===== config.mk =====
export PLATFORM = sky130hd
export DESIGN_NAME = cfg_loader
export DESIGN_NICKNAME = d
export VERILOG_FILES = /design/src/rtl/cfg_loader.sv
export SDC_FILE = /design/constraint.sdc
export NUM_CORES = 1
export LEC_CHECK = 0
export CORE_AREA = 5 5 82 159
export DETAILED_ROUTE_END_ITERATION = 16
export DIE_AREA = 0 0 87 164
export HOLD_SLACK_MARGIN = 0.06
export MAX_ROUTING_LAYER = met4
export PLACE_DENSITY = 0.78
export SETUP_SLACK_MARGIN = 0.5
export SYNTH_ARGS = -nofsm -noshare
export SYNTH_HDL_FRONTEND = slang
export SYNTH_SLANG_ARGS = --single-unit

===== constraint.sdc =====
create_clock -name clk -period 2.29 [get_ports clk]
set_clock_uncertainty 0.2 [all_clocks]
set_input_delay 0.5725 -clock clk [delete_from_list [all_inputs] [get_ports clk]]
set_output_delay 0.5725 -clock clk [all_outputs]
set_load 0.01 [all_outputs]

===== src/rtl/cfg_loader.sv =====
// Serial frame loader (sync, addr MSB-first, payload LSB-first, even parity) writing per-cell config slices.
// Commit/flag at the parity-sample edge; no backpressure, bit_valid gaps simply hold all state.
module cfg_loader #(
    parameter int          NUM_CELLS = 3,
    parameter int          CFG_W     = 31,
    parameter int          ADDR_W    = 2,
    parameter logic [7:0]  SYNC      = 8'hA5
) (
    input  logic                       clk,
    input  logic                       reset,
    input  logic                       bit_in,
    input  logic                       bit_valid,
    input  logic                       clear,
    output logic [NUM_CELLS*CFG_W-1:0] cfg_flat,
    output logic                       frame_ok,
    output logic                       frame_err,
    output logic                       err_sticky,
    output logic                       busy,
    output logic                       all_cfg
);

    localparam int CNT_W = $clog2(CFG_W + 1);

    typedef enum logic [1:0] {
        S_HUNT   = 2'd0,
        S_ADDR   = 2'd1,
        S_DATA   = 2'd2,
        S_PARITY = 2'd3
    } state_t;

    state_t                     r_state;
    logic [7:0]                 r_shift;
    logic [CNT_W-1:0]           r_cnt;
    logic [ADDR_W-1:0]          r_addr;
    logic [CFG_W-1:0]           r_shadow;
    logic                       r_par;
    logic [NUM_CELLS-1:0]       r_mask;
    logic [NUM_CELLS*CFG_W-1:0] r_cfg_flat;
    logic                       r_frame_ok;
    logic                       r_frame_err;
    logic                       r_err_sticky;
    logic                       r_all_cfg;

    logic [7:0]                 w_shift_nxt;
    logic                       w_par_edge;
    logic                       w_good;
    logic                       w_commit;
    logic                       w_err;
    logic [NUM_CELLS-1:0]       w_mask_nxt;

    assign w_shift_nxt = {r_shift[6:0], bit_in};
    assign w_par_edge  = bit_valid && (r_state == S_PARITY);
    // Running parity covers addr+payload; the incoming bit completes the even check.
    assign w_good      = ((r_par ^ bit_in) == 1'b0) && (32'(r_addr) < NUM_CELLS);
    assign w_commit    = w_par_edge && w_good;
    assign w_err       = w_par_edge && !w_good;
    assign w_mask_nxt  = (clear ? '0 : r_mask)
                       | (w_commit ? (NUM_CELLS'(1) << r_addr) : '0);

    always_ff @(posedge clk or negedge reset) begin
        if (!reset) begin
            r_state      <= S_HUNT;
            r_shift      <= '0;
            r_cnt        <= '0;
            r_addr       <= '0;
            r_shadow     <= '0;
            r_par        <= 1'b0;
            r_mask       <= '0;
            r_cfg_flat   <= '0;
            r_frame_ok   <= 1'b0;
            r_frame_err  <= 1'b0;
            r_err_sticky <= 1'b0;
            r_all_cfg    <= 1'b0;
        end else begin
            r_frame_ok   <= w_commit;
            r_frame_err  <= w_err;
            r_mask       <= w_mask_nxt;
            r_all_cfg    <= &w_mask_nxt;
            r_err_sticky <= (r_err_sticky && !clear) || w_err;

            if (w_commit) begin
                for (int c = 0; c < NUM_CELLS; c++) begin
                    if (r_addr == ADDR_W'(c))
                        r_cfg_flat[c*CFG_W +: CFG_W] <= r_shadow;
                end
            end

            if (bit_valid) begin
                case (r_state)
                    S_HUNT: begin
                        if (w_shift_nxt == SYNC) begin
                            r_state <= S_ADDR;
                            r_shift <= '0;
                            r_cnt   <= '0;
                            r_par   <= 1'b0;
                        end else begin
                            r_shift <= w_shift_nxt;
                        end
                    end
                    S_ADDR: begin
                        r_addr <= (r_addr << 1) | ADDR_W'(bit_in);
                        r_par  <= r_par ^ bit_in;
                        if (r_cnt == CNT_W'(ADDR_W - 1)) begin
                            r_state <= S_DATA;
                            r_cnt   <= '0;
                        end else begin
                            r_cnt <= r_cnt + 1'b1;
                        end
                    end
                    S_DATA: begin
                        r_shadow <= {bit_in, r_shadow[CFG_W-1:1]};
                        r_par    <= r_par ^ bit_in;
                        if (r_cnt == CNT_W'(CFG_W - 1)) begin
                            r_state <= S_PARITY;
                            r_cnt   <= '0;
                        end else begin
                            r_cnt <= r_cnt + 1'b1;
                        end
                    end
                    S_PARITY: begin
                        r_state <= S_HUNT;
                    end
                    default: r_state <= S_HUNT;
                endcase
            end
        end
    end

    assign cfg_flat   = r_cfg_flat;
    assign frame_ok   = r_frame_ok;
    assign frame_err  = r_frame_err;
    assign err_sticky = r_err_sticky;
    assign all_cfg    = r_all_cfg;
    assign busy       = (r_state != S_HUNT);

endmodule


# After elaboration in Yosys (flattened, before gate mapping)

Index checks and enable logic that the tools add are counted.
Widths: inputs -> output; s select.

Flip-flop bits (word level): 148
Input port bits: 5
Output and inout port bits: 98
Logic and storage cells: 69

Add/subtract/negate cells: 1
Magnitude comparators: 1
Eq/ne operators: 11
Shift-type cells: 1
Muxes and demuxes: 13
Bitwise operators: 4
Reductions and logical operators: 24

Operators with widths:

| kind                | number |
|---|---|
| $mux 5              | 3 |
| $pmux 5 s3          | 1 |
| $reduce_and 2->1    | 6 |
| $reduce_and 3->1    | 3 |
| $eq 8x8->1 const B  | 1 |
| $pmux 2 s4          | 1 |
| $mux 7              | 1 |
| $eq 2x2->1 const B  | 3 |
| $mux 2              | 3 |
| $mux 3              | 2 |
| $ne 2x2->1 const B  | 3 |
| $add 5x1->5 const B | 1 |
| $eq 5x1->1 const B  | 1 |
| $eq 5x5->1 const B  | 1 |
| $logic_and 1x1->1   | 5 |
| $eq 2x1->1 const B  | 2 |
| $logic_not 2->1     | 2 |
| $reduce_and 4->1    | 1 |
| $reduce_bool 2->1   | 2 |
| $or 3x3->3          | 1 |
| $reduce_bool 3->1   | 1 |
| $shl 1x2->3 const A | 1 |
| $logic_not 1->1     | 2 |
| $lt 2x2->1 const B  | 1 |
| other kinds (7)     | 7 |

# Depth between registers and ports, before layout

Word-level depth: 7
Gate-level depth with buffers: 7
Depth with buffers taken out: 6

# Worst setup path after synthesis

OpenSTA, ideal clock, no wires.

Kind: input -> register
From: input port bit_in
To: register r_cfg_flat[0], in the netlist cfg_flat[0]
Setup time: 0.125 ns
Arrival time: 1.831 ns
Required time: 1.965 ns
Slack: 0.133 ns
Stages: 7
Path buffers: 3
Cell sequence: buf_6 > xnor2_1 > nand3_1 > or3_1 > buf_6 > buf_6 > mux2_4

Word-level cells in the longest chain between the ends: 5

RTL lines:

| what                              | RTL line | text |
|---|---|---|
| from (decl)                       | 11       | `input logic bit_in,` |
| $xor 1x1->1                       | 54       | `assign w_good = ((r_par ^ bit_in) == 1'b0) && (32'(r_addr) < NUM_CELLS);` |
| $not 1->1                         | 54       |  |
| $logic_and 1x1->1                 | 54       |  |
| $logic_and 1x1->1                 | 55       | `assign w_commit = w_par_edge && w_good;` |
| $reduce_and 2->1 (no source line) | --       |  |
| to (signal, indexed assignment)   | 84       | `r_cfg_flat[c*CFG_W +: CFG_W] <= r_shadow;` |
| to (decl)                         | 38       | `logic [NUM_CELLS*CFG_W-1:0] r_cfg_flat;` |

No other way between the ends.
A chain may end at the register's enable or synchronous reset.

# Worst setup path in the final report

From: register r_state[1]
To: register r_cfg_flat[35], in the netlist cfg_flat[35]

Word-level cells in the longest chain between the ends: 4

RTL lines:

| what                              | RTL line | text |
|---|---|---|
| from (decl)                       | 31       | `state_t r_state;` |
| from (signal assigned)            | 62       | `r_state <= S_HUNT;` |
| from (signal assigned)            | 92       | `r_state <= S_ADDR;` |
| from (signal assigned)            | 104      | `r_state <= S_DATA;` |
| $eq 2x2->1                        | 52       | `assign w_par_edge = bit_valid && (r_state == S_PARITY);` |
| $logic_and 1x1->1                 | 52       |  |
| $logic_and 1x1->1                 | 55       |  |
| $reduce_and 2->1 (no source line) | --       |  |

No other way between the ends.

==> impl_metrics.py <==
metrics = {
    "status": {
        "status": "finished clean",
    },
    "setup_path": {
        "endpoint_kind": "register",
        "worst_setup_path_start_kind": "register",
        "cp.required_ns": 2.40,
        "critPathMaxFanout": 8,
        "arrival_ns": 2.22,
        "r2r_cells": 10,
        "worstSetupPathType": "reg2reg",
    },
    "sta": {
        "tns_ns": 0,
        "worst_pin_slew_ns": 0.497,
        "whs_ns": 0.290,
        "rsz0062_at_grt": "true",
        "slew_headroom_pct": 66.9,
        "fmax_mhz": 473,
        "fin_crit_ns": 2.11,
        "min_period_over_period_pct": 92.3,
        "setup_viol": 0,
        "drv_slew": 0,
        "hold_violations": 0,
    },
    "place": {
        "portBuffers": 102,
        "dpl_cell_area_um2": 7330,
        "dp_hpwl_um": 8880,
        "place_congestion": 0.856,
    },
    "routing": {
        "wl_met1_um": 6360,
        "top_layer": "met4",
        "dr_wl_met3_um": 547,
        "avgRoutedWirePerCell_um": 24.0,
        "num_vias": 3970,
        "routed_wl_um": 17400,
        "met2_length_um": 10000,
        "vias_per_cell": 5.46,
        "dr.pass1.iters": 4,
        "drc": 0,
        "drtIter0Drc": 255,
        "detail-route-antenna-nets": 0,
    },
    "clock_tree": {
        "cts_sinks": 148,
        "cts_root_buffer": "clkbuf_16",
        "clkLatencyLatePin_ns": 0.43,
        "clk_pin_slew_ns": 0.06,
        "htreeDepth": 4,
        "cts_made_buffers": 17,
        "cts_tree": "built",
        "clk_path_buf_depth": 2,
    },
    "yosys": {
        "synth_nets": 392,
        "synth_edf_count": 0,
        "synthDistinctLibCells": 38,
        "ys.flop_type": "dfrtp_1",
        "synthCells": 379,
        "yosys_warnings": 0,
        "synthTopCellsByCount": "dfrtp_1 (148), mux2_2 (101), mux2_4 (28)",
        "yosysMostFrequentCell": "dfrtp_1",
        "netlist_area_um2": 5960,
        "yosys-top-cells-area": "dfrtp_1 (62%), mux2_2 (19%), mux2_4 (7.0%)",
        "synth_top_area_share_pct": 62.1,
        "post-synth-top-area-cell": "dfrtp_1",
        "ys_seq_area_share_pct": 62.1,
        "synthArstFlopShare_pct": 100,
        "ys_seq_elements": 148,
        "syn_avg_cell_area_um2": 15.7,
    },
    "floorplanning": {
        "initial_utilization_pct": 51.0,
        "die_w_um": 87,
        "io_pins": 103,
        "dieArea_um2": 14300,
        "core-area_um2": 11700,
        "die_y_um": 164,
        "row_count": 56,
    },
    "global_routing": {
        "grt_pass1_wl_um": 25800,
        "grt_overflow_total": 0,
        "grt_start_max_net_pins": 51,
        "track_usage_pct": 25.2,
        "antenna_found_initial": 0,
        "grt_pass1_vias": 4359,
    },
    "pwr": {
        "internal-power_mw": 6.17,
        "p_sw_mw": 2.70,
        "swShare_pct": 30.4,
        "peakVddDrop_v": 0.00108,
        "combPwrFrac_pct": 29.5,
        "powerDensity_nw_per_um2": 1000,
        "total_power_mw": 8.87,
        "clock_power_share_pct": 33.0,
        "p_seq_share_pct": 37.5,
        "power.leakage_nw": 4.71,
    },
    "cells_and_area": {
        "multi_input_area_um2": 2660,
        "area_delta_synth_final_pct": 48.5,
        "final_nets": 582,
        "fillers": 658,
        "final_area_um2": 8860,
        "regArea_um2": 3700,
        "antennaDiodeCount": 0,
        "final_layout_size_suffix_gt1_share_pct": 65.1,
    },
    "job": {
        "cap_violations": 0,
    },
    "min_path": {
        "hp-class": "reg2reg",
        "min_path_cells": 1,
    },
}
[cells by family after synthesis]
logic type,Yosys count,share of synthesized area (%)
simple gates,31,3.29
xor+xnor,3,0.441
buf+inv,28,2.64
compound gates,28,3.04
mux,133,26.8
flops,148,62.1
fa+ha+maj,8,1.68
[power by group through the flow]
stage                     sequential, mW  clock [mW]  combinational, mW
final                               3.33        2.92               2.61
after global routing                3.38        3.06               2.76
after CTS                           3.29        2.92               2.18
after detailed placement            3.32           0               1.70
after global placement              3.30           0               1.64
after floorplan                     3.30           0              0.950
[metal layers]
layer	vias up	global-route usage, %
met1	2101	27.7
met5	-	-
met2	105	44.4
met4	0	9.72
li1	1728	-
met3	36	4.57
[area by class of cell]
type                            count  area share (%)
Clock buffer                       19            5.00
Multi-Input combinational cell    203            30.1
Clock inverter                     13            1.96
Inverter                           12           0.565
Tap cell                          145            2.05
Timing Repair Buffer              187            18.5
Sequential cell                   148            41.8
[timing repair]
item / in CTS / in global routing
setup buffers: 45 / 5
hold endpoints to repair: 47 / 0
resized for setup: 493 / 66
endpoints found under the setup margin: 239 / 128
pin swaps: 9 / 10
hold buffers: 1 / 0
gates cloned: 11 / 2
[sequential cells by signal, indices dropped and copies added (netlist names)]
| name | count |
|---|---|
| r_mask | 3 |
| r_state | 2 |
| cfg_flat | 93 |
| all_cfg | 1 |
| frame_ok | 1 |
| r_addr | 2 |
| r_par | 1 |
| frame_err | 1 |
| r_shadow | 31 |
| r_cnt | 5 |
| r_shift | 7 |
| err_sticky | 1 |
[metrics by stage]
| stage | cells | util, % | setup slack, ns |
|---|---|---|---|
| global placement | 631 | 62.6 | -0.430 |
| finish | 727 | 75.7 | 0.176 |
| detailed placement | 631 | 62.6 | -0.455 |
| floorplan | 379 | - | 0.172 |
| global route | 727 | 75.7 | 0.0874 |
| CTS | 720 | 72.7 | 0.247 |
[critical path, cell delays in order (launching register included)]
cell and delay (ns):
dfrtp_1 0.38, buf_6 0.13, ha_4 0.15, nand2_4 0.06
buf_6 0.14, nor4_4 0.14, buf_6 0.15, buf_6 0.10
buf_12 0.10, buf_16 0.14, mux2_4 0.31
[final timing paths]
path,start,to,slack [ns]
max,r_state[1],cfg_flat[35],0.18
min,err_sticky,err_sticky,0.29
max reg2reg,r_state[1],cfg_flat[35],0.18
min reg2reg,err_sticky,err_sticky,0.29
max in group asynchronous,reset,r_par,0.77
min in group asynchronous,reset,cfg_flat[56],0.48
[cell usage in the layout (no fill, tap or decap), types with 4 or more instances in the layout]
| cell type | n |
|---|---|
| buf_12 | 13 |
| o21ai_0 | 8 |
| dfrtp_1 | 147 |
| clkbuf_16 | 19 |
| nand2_2 | 4 |
| buf_6 | 15 |
| ha_4 | 4 |
| clkinv_4 | 4 |
| buf_4 | 44 |
| nand2_1 | 7 |
| mux2_2 | 18 |
| mux2_4 | 112 |
| ha_1 | 4 |
| a21oi_1 | 4 |
| nand3_1 | 4 |
| buf_2 | 97 |
| inv_1 | 9 |
| buf_16 | 10 |
Power figures use the tool's default switching activity.
==> RTL edit 1: new RTL, same flow settings <==
Set the parameter `ADDR_W` to 3 (it was 2).
--- a/src/rtl/cfg_loader.sv
+++ b/src/rtl/cfg_loader.sv
@@ -5,3 +5,3 @@
     parameter int          CFG_W     = 31,
-    parameter int          ADDR_W    = 2,
+    parameter int          ADDR_W    = 3,
     parameter logic [7:0]  SYNC      = 8'hA5
Function: same outputs for any inputs over 10 cycles, from zero or initial values and one cycle with reset low; that may be too few to reach the edited logic, so the function may still have changed.
==> RTL edit 1 against the original RTL <==
  * Power shrank 4.2%
  * Non-clock buffer count rose by 2
  * Sequential cell count is 1 higher
  * Worst setup slack improved by 35 ps
  * Final area fell by 2.5%
  * Combinational power down 7%
  * Synthesized area is essentially flat
  * Global-route usage down 2.2 points
  * Wire length decreased by 4.4%
  * Core utilization decreased by 1.9 points
==> RTL edit 1: results (changes against the original RTL) <==
outcome=complete, no violations; DRT Pass-1 Iters=5 (+1); Leakage=4.76 nW (+1.2%); adder-cell share of the synthesized area=0.0147 (-0.00210); Mapped Cells=375 (-1.1%); overall routing resource usage=0.230 (-0.0220); minimum hold slack=301 ps (+11.6 ps); total number of vias=4004 (+0.86%); mux cell area share after synthesis=0.258 (-0.0105); Distinct cells, synth=40 (+5.3%); Post-Place Cells=632 (+0.16%); met2 routed wirelength=9690 µm (-3.5%); Worst Path Max Fanout=5 (-3); R2R Setup Slk=210 ps (+30 ps); Routability Congestion=0.762 (-11%); post-DP HPWL=8940 µm (+0.69%); final core utilization=0.738 (-0.0190); global-route wire length before repair=23800 µm (-7.8%); commonest cells in the netlist=dfrtp_1, mux2_2, inv_1, nand2_1, o21ai_0; met3 Use GR=0.0507 (+0.00502); hold path startpoint=cfg_flat[7]$_DFFE_PN0P_; WS Path Type=flop to flop; register area share after synthesis=0.625 (+0.00406); maximum VDD drop=0.688 mV (-36%); Synth Area in Compound Gates=0.0315 (+0.00104); Setup crit end=all_cfg$_DFF_PN0_; fill count=667 (+1.4%); routed wire length=16700 µm (-4.4%); met1 usage=0.237 (-0.0397); largest stage delay on the critical path=400 ps (+20 ps); WL/cell=22.9 µm (-4.4%); Slew HR=0.721 (+0.0528); Final nets=581 (-0.17%); reg2reg end=all_cfg$_DFF_PN0_; M1 WL=5890 µm (-7.3%); path depth of the worst reg2reg path=9 (-1); layout cell share with drive strength beyond 1=0.653 (+0.00172); Area contributors post-synth=dfrtp_1, mux2_2, mux2_4; Placed Area=7360 µm² (+0.46%); Post-Synth XOR/XNOR Area=0.00566 (+0.00126); largest net degree at the start of global routing=46 (-9.8%); Hold Path Sink=cfg_flat[7]$_DFFE_PN0P_; fmax=0.481 GHz (+1.7%)
==> RTL edit 1: layout make-up <==
class / count / area, µm² / share of cell area
clock buffer: 18 / 439 / 0.0509
multi-input combinational: 199 / 2470 / 0.286
inverter: 13 / 51.3 / 0.00594
clock inverter: 14 / 141 / 0.0164
sequential: 149 / 3730 / 0.432
timing repair buffer: 189 / 1620 / 0.188
tap: 145 / 181 / 0.0210
==> RTL edit 1: repair_timing <==
action	in CTS	in global routing
gates resized for setup	463	52
pin swaps	13	8
hold endpoints to repair	37	0
setup endpoints to repair	236	143
hold buffers	1	0
buffers inserted	38	14
gates cloned	5	5
==> RTL edit 1: power breakdown <==
| group | internal [mW] | switching [mW] |
|---|---|---|
| clock network | 1.55 | 1.19 |
| logic | 1.36 | 1.06 |
| registers | 2.95 | 0.381 |
==> RTL edit 1: stage by stage <==
step / total power, mW / TNS [ps]
after floorplan: 4.19 / 0
after global placement: 4.79 / -9880
after CTS: 8.07 / 0
after global routing: 8.81 / 0
after detailed placement: 4.87 / -13680
final: 8.50 / 0
==> RTL edit 2: new RTL, same settings <==
Made on the original files. One comparison of `r_cnt` changes from == to >=.
--- a/src/rtl/cfg_loader.sv
+++ b/src/rtl/cfg_loader.sv
@@ -112,3 +112,3 @@
                         r_par    <= r_par ^ bit_in;
-                        if (r_cnt == CNT_W'(CFG_W - 1)) begin
+                        if (r_cnt >= CNT_W'(CFG_W - 1)) begin
                             r_state <= S_PARITY;
Check against the original RTL: no difference found for any inputs over 10 cycles, from zero or initial values and one cycle with reset low; that may be too few to reach the edited logic, so the function may still have changed.
==> RTL edit 2 against the original RTL <==
  * Count of clock-buffer cells in the layout rose by 2
  * Power fell by 1.3%
  * Wire length fell by 8.5%
  * Critical path depth fell by 4
  * Combinational power fell by 3%
  * Synthesized area fell by 1.0%
  * Sequential cell count did not move
  * Worst setup slack got worse by 36 ps
  * Worst hold slack improved by 1.2 ps
  * Final area fell by 1.6%
==> RTL edit 2: results (changes against the original RTL) <==
Slew HR=0.705 (+0.0364); Distinct cells, synth=40 (+5.3%); comb_multi_in=195 (-3.9%); Flop pwr share=0.377 (+0.002); combinational share of power=0.288 (-0.007); Post-CTS Resized=465 (-5.7%); vias in the first global route=4301 (-1.3%); M1 WL=5820 µm (-8.5%); maximum VDD drop=0.804 mV (-25%); cell family with most CP delay=simple AND/OR/NAND/NOR gates; post-DP HPWL=8910 µm (+0.35%); Worst Path Max Fanout=8 (unchanged); Finished Layout Cells=723 (-0.55%); Area contributors post-synth=dfrtp_1, mux2_1, mux2_4; Routability Congestion=0.753 (-12%); Routed met3 length=551 µm (+0.73%); met1 usage=0.240 (-0.0366); initial DRC count=170 (-33%); total number of vias=3893 (-1.9%); crit path DAT=2250 ps (+30 ps); pre-CTS WS=-539 ps (-83.1 ps); outcome=complete, no violations; met2 Track Usage GR=0.383 (-0.0609); Crit-path slowest cell=or4_4; Signal buffers=195 (+4.3%); clk tree area frac=0.0706 (+0.000986); design area=8710 µm² (-1.6%); overall routing resource usage=0.220 (-0.0320); fill count=652 (-0.91%); Mapped Cells=365 (-3.7%); Sw Ratio=0.288 (-0.0159); syn_nets=378 (-3.6%); buffering overhead=0.186 (+0.000993); Post-Place Cells=623 (-1.3%); Leakage=4.67 nW (-0.70%); met2 routed wirelength=9190 µm (-8.4%); Clock buffer cells=21 (+2); global-route wire length before repair=23100 µm (-11%); commonest cells in the netlist=dfrtp_1, mux2_1, mux2_2, mux2_4, ha_1; largest net degree at the start of global routing=47 (-7.8%); top-area cell type share of the netlist area=0.627 (+0.00645); register area share after synthesis=0.627 (+0.00645); Post-CTS Setup Bufs=48 (+6.7%); Final nets=578 (-0.69%); Logic inverters=8 (-4); Tot Pwr=8.75 mW (-1.3%); WL/cell=22.1 µm (-8.0%)
## RTL edit 2: path summary, 6_finish.rpt
path | startpoint | endpoint | slack (ps) | depth (start not counted)
min in group asynchronous | reset | cfg_flat[13]$_DFFE_PN0P_ | 440 | 2
worst min register to register | err_sticky$_DFF_PN0_ | err_sticky$_DFF_PN0_ | 290 | 1
worst min-delay path | err_sticky$_DFF_PN0_ | err_sticky$_DFF_PN0_ | 290 | 1
max in group asynchronous | reset | r_cnt[1]$_DFFE_PN0P_ | 720 | 3
worst max register to register | r_state[0]$_DFFE_PN0P_ | cfg_flat[28]$_DFFE_PN0P_ | 140 | 6
worst max-delay path | r_state[0]$_DFFE_PN0P_ | cfg_flat[28]$_DFFE_PN0P_ | 140 | 6
## RTL edit 2: kinds of logic after synthesis
logic type      after synthesis  share of synthesized area
flops                       148                      0.627
fa+ha+maj                     8                     0.0170
simple gates                 32                     0.0350
mux                         131                      0.269
buf+inv                      22                     0.0206
compound gates               23                     0.0299
xor+xnor                      1                    0.00148
